`src/rtl/tt_um_mult_2b.sv`:
```
// TinyTapeout tile: 2x2 unsigned gate-level multiplier with a sampled result
// register and an 8-bit wrapping accumulator that has a sticky overflow flag.

// Half adder cell used by the partial-product reduction.
module tt_um_mult_2b_ha (
    input  logic a,
    input  logic b,
    output logic s,
    output logic c
);

    assign s = a ^ b;
    assign c = a & b;

endmodule

module tt_um_mult_2b (
    input  logic       clk,
    input  logic       rst_n,
    input  logic       ena,
    input  logic [7:0] ui_in,
    output logic [7:0] uo_out,
    input  logic [7:0] uio_in,
    output logic [7:0] uio_out,
    output logic [7:0] uio_oe
);

    localparam int unsigned OPW  = 2;
    localparam int unsigned PW   = 4;
    localparam int unsigned ACCW = 8;

    // Input field decode
    logic [OPW-1:0] a;
    logic [OPW-1:0] b;
    logic           smp;
    logic           acc_en;
    logic           acc_clr;

    assign a       = ui_in[1:0];
    assign b       = ui_in[3:2];
    assign smp     = ui_in[4];
    assign acc_en  = ui_in[5];
    assign acc_clr = ui_in[6];

    // Inputs that carry no function in this tile
    logic unused_inputs;
    assign unused_inputs = ^{uio_in, ui_in[7]};

    // Partial products
    logic pp00;
    logic pp10;
    logic pp01;
    logic pp11;

    assign pp00 = a[0] & b[0];
    assign pp10 = a[1] & b[0];
    assign pp01 = a[0] & b[1];
    assign pp11 = a[1] & b[1];

    // Reduction of the partial-product array
    logic p1;
    logic c1;
    logic p2;
    logic p3;

    tt_um_mult_2b_ha u_ha_col1 (
        .a (pp10),
        .b (pp01),
        .s (p1),
        .c (c1)
    );

    tt_um_mult_2b_ha u_ha_col2 (
        .a (pp11),
        .b (c1),
        .s (p2),
        .c (p3)
    );

    logic [PW-1:0] prod;
    assign prod = {p3, p2, p1, pp00};

    // Accumulator adder; the extra top bit is the wrap carry
    logic [ACCW:0] acc_sum;
    logic [ACCW-1:0] acc;
    assign acc_sum = (ACCW+1)'(acc) + (ACCW+1)'(prod);

    // State registers
    logic [PW-1:0] pr;
    logic          vld;
    logic          zero;
    logic          ovf;

    // Sample, accumulate and hold logic; zero flag is tracked alongside the
    // product register so every output comes straight from a flop
    always_ff @(posedge clk) begin
        if (!rst_n) begin
            pr   <= '0;
            vld  <= 1'b0;
            zero <= 1'b1;
            acc  <= '0;
            ovf  <= 1'b0;
        end else if (ena) begin
            if (smp) begin
                pr   <= prod;
                vld  <= 1'b1;
                zero <= (prod == '0);
            end else begin
                vld  <= 1'b0;
            end
            if (acc_clr) begin
                acc <= '0;
                ovf <= 1'b0;
            end else if (smp && acc_en) begin
                acc <= acc_sum[ACCW-1:0];
                ovf <= ovf | acc_sum[ACCW];
            end
        end
    end

    // Output map
    assign uo_out  = {1'b0, ovf, zero, vld, pr};
    assign uio_out = acc;
    assign uio_oe  = 8'hFF;

endmodule

```
`config.mk`:
```
export PLATFORM = sky130hd
export DESIGN_NAME = tt_um_mult_2b
export DESIGN_NICKNAME = d
export VERILOG_FILES = /design/src/rtl/tt_um_mult_2b.sv
export SDC_FILE = /design/constraint.sdc
export NUM_CORES = 1
export LEC_CHECK = 0
export ABC_AREA = 1
export BUFFER_PORTS_ARGS = -buffer_cell sky130_fd_sc_hd__buf_2
export CORE_AREA = 10 10 48 78
export DETAILED_ROUTE_END_ITERATION = 16
export DIE_AREA = 0 0 58 88
export GPL_ROUTABILITY_DRIVEN = 0
export PLACE_DENSITY = 0.79
export SYNTH_ARGS = -nofsm -noshare
export SYNTH_HDL_FRONTEND = slang
export SYNTH_SLANG_ARGS = --single-unit
```
`constraint.sdc`:
```
create_clock -name clk -period 4.55 [get_ports clk]
set_clock_uncertainty 0.1 [all_clocks]
set_input_delay 0.91 -clock clk [delete_from_list [all_inputs] [get_ports clk]]
set_output_delay 0.91 -clock clk [all_outputs]
set_load 0.03 [all_outputs]
```
==> flow_metrics.env <==
export IMPL_layout_common_cells="37 x nand2_1, 24 x buf_2, 19 x inv_1"
export IMPL_grt_pass1_vias=881
export IMPL_cts_buffers=3
export IMPL_mostFrequentLayoutCell="nand2_1"
export IMPL_syn_to_final_growth_pct=14.34
export IMPL_hpwlAfterDp_microns=1811
export IMPL_hold_path_class="register to register"
export IMPL_vias=884
export IMPL_dieArea_sq_um=5104
export IMPL_fin_util_pct=43.75
export IMPL_synth_warnings=0
export IMPL_htree_num_levels=1
export IMPL_endpoint_kind="register"
export IMPL_hold_viol=0
export IMPL_avgViaCountPerCell=4.677
export IMPL_synthTopCellsByArea="dfxtp_1 32%, nand2_1 15%, buf_4 9.6%, ha_1 9.3%, inv_1 7.6%"
export IMPL_setup_viol=0
export IMPL_die_x_microns=58
export IMPL_grt_total_usage_pct=8.236
export IMPL_postCtsHoldBufs=0
export IMPL_post_cts_resized=0
export IMPL_p_sw_share_pct=30.31
export IMPL_placed_cells=185
export IMPL_ios=43
export IMPL_p_leak_nw=0.5936
export IMPL_cts_sinks=15
export IMPL_drc=0
export IMPL_fin_tns_setup_ps=0
export IMPL_clock_path_buffers=2
export IMPL_peakVddDrop_uv=151.4
export IMPL_yosysUniqueCellTypes=19
export IMPL_grt_first_pass_wirelength_microns=3443
export IMPL_critPathMaxFanout=3
export IMPL_fin_nets=191
export IMPL_rsz0062_at_grt="no"
export IMPL_synth_seq_cells=15
export IMPL_netlist_area_sq_um=942.2
export IMPL_root_buffer="clkbuf_8"
export IMPL_drtIter0Drc=11
export IMPL_intPower_mw=0.2110
export IMPL_post_cts_repair_setup_buffers=0
export IMPL_grt_antenna_before_repair=0
export IMPL_coreArea_sq_um=2462
export IMPL_seq_area_frac_synth_pct=31.87
export IMPL_holdPathStages=2
export IMPL_period_share_pct=53.41
export IMPL_switchingPower_mw=0.09176
export IMPL_drt_wirelength_per_cell_microns=11.24
export IMPL_fmax_mhz=411.5
export IMPL_crit_type="input pin to register"
export IMPL_clkPwrFrac_pct=36.4
export IMPL_instances_no_fill=189
export IMPL_syn_area_per_cell_sq_um=6.730
export IMPL_worstRegToRegCells=7
export IMPL_cts_clk_slew_worst_paths_ps=60
export IMPL_overflow=0
export IMPL_start_kind="input pin"
export IMPL_clk_latency_ps=250
export IMPL_synth_top_cell_by_area="dfxtp_1"
export IMPL_seq_power_share_pct=45.4
export IMPL_status="complete, no violations"
export IMPL_cts_tree="yes"
export IMPL_die_h_microns=88
export IMPL_netlist_instances=140
export IMPL_yosysTopAreaCellShare_pct=31.87
export IMPL_routed_wl_microns=2124
export IMPL_post_route_min_period_ps=2430
export IMPL_grt_max_degree=10
export IMPL_initial_core_util_pct=38.26
export IMPL_first_pass_iters=4
export IMPL_drtAntennaViolNets=0
export IMPL_cp_required_ps=4640
export IMPL_diodes=0
export IMPL_portBuffers=24
export IMPL_layout_drive_gt1_share_pct=20.86
export IMPL_power_share_combinational_pct=18.2
export IMPL_cellPowerDensity_nw_per_um2=281.0
export IMPL_report_final_slew_viol_count=0
export IMPL_cap_violations=0
export IMPL_num_rows=24
export IMPL_cp_data_arrival_time_ps=2520
[layout make-up]
type / count / area [sq um]
Clock buffer: 3 / 41.29
Clock inverter: 1 / 5.005
Fill cell: 281 / 1385
Inverter: 23 / 87.58
Multi-Input combinational cell: 97 / 490.5
Sequential cell: 15 / 300.3
Tap cell: 26 / 32.53
Timing Repair Buffer: 24 / 120.1
[cells by family (layout without fill, tap and decap cells)]
kind of cell    Yosys count  count (layout)  share of synthesized area [%]
compound gates           16              16                          8.898
xor+xnor                  1               1                         0.9298
fa+ha+maj                 8               8                          11.42
buf+inv                  35              51                          18.86
flops                    15              15                          31.87
other cells               2               9                         0.7971
simple gates             63              63                          27.22
[layer usage]
layer	track usage, %	wire [microns]	vias to the layer above
li1	-	-	455
met1	6.623	741	399
met2	15.88	1136	25
met3	3.043	181	5
met4	5.150	63	0
met5	0	0	-
[cells in the mapped netlist (all sizes together)]
library cell	number
buf	12
nand3b	1
a21oi	11
nand3	7
xnor2	1
ha	7
clkinv	2
nand4	1
nor2	15
fa	1
dfxtp	15
inv	21
conb	2
nand2	39
o21ai	5
[metrics by stage]
step           setup WS, ps  power [mW]  hold WS [ps]  instance area [sq um]
5_1_grt                1926      0.3167         379.7                   1077
4_1_cts                2114      0.3065         360.6                   1077
3_3_place_gp           1877      0.1948         336.9                   1031
6_report               2120      0.3027         352.9                   1077
2_1_floorplan          2092      0.1875         329.4                  968.4
3_5_place_dp           1848      0.1956         350.3                   1031
[final timing paths]
path / start / to / slack, ps
max reg2reg: uio_out[0]$_SDFFE_PN0P_ / uio_out[6]$_SDFFE_PN0P_ / 2890
max: ui_in[1] / uio_out[7]$_SDFFE_PN0P_ / 2120
min: ovf$_SDFFE_PN0P_ / ovf$_SDFFE_PN0P_ / 350
min reg2reg: ovf$_SDFFE_PN0P_ / ovf$_SDFFE_PN0P_ / 350
[state kept, by name, summed over array words and instances, names as in the netlist]
signal and cells:
ovf 1, uio_out 8, pr 4, vld 1
zero 1
[critical path: stages]
cell     delay [ps]
buf_2           100
nand2_1          60
inv_1            40
ha_1            200
ha_1            310
ha_1            340
inv_1            50
nand2_1         100
nand3_1          80
nand2_1         100
nand2_1          70
nand2_1          60
nand2_1          40
nor2_1           80
[power groups by stage]
stage | sequential (mW) | combinational [mW] | clock (mW)
6_report | 0.137 | 0.0551 | 0.110
5_1_grt | 0.138 | 0.0619 | 0.117
4_1_cts | 0.137 | 0.0554 | 0.114
3_5_place_dp | 0.140 | 0.0552 | 0
3_3_place_gp | 0.140 | 0.0545 | 0
2_1_floorplan | 0.146 | 0.0411 | 0
(Power assumes the default switching activity.)
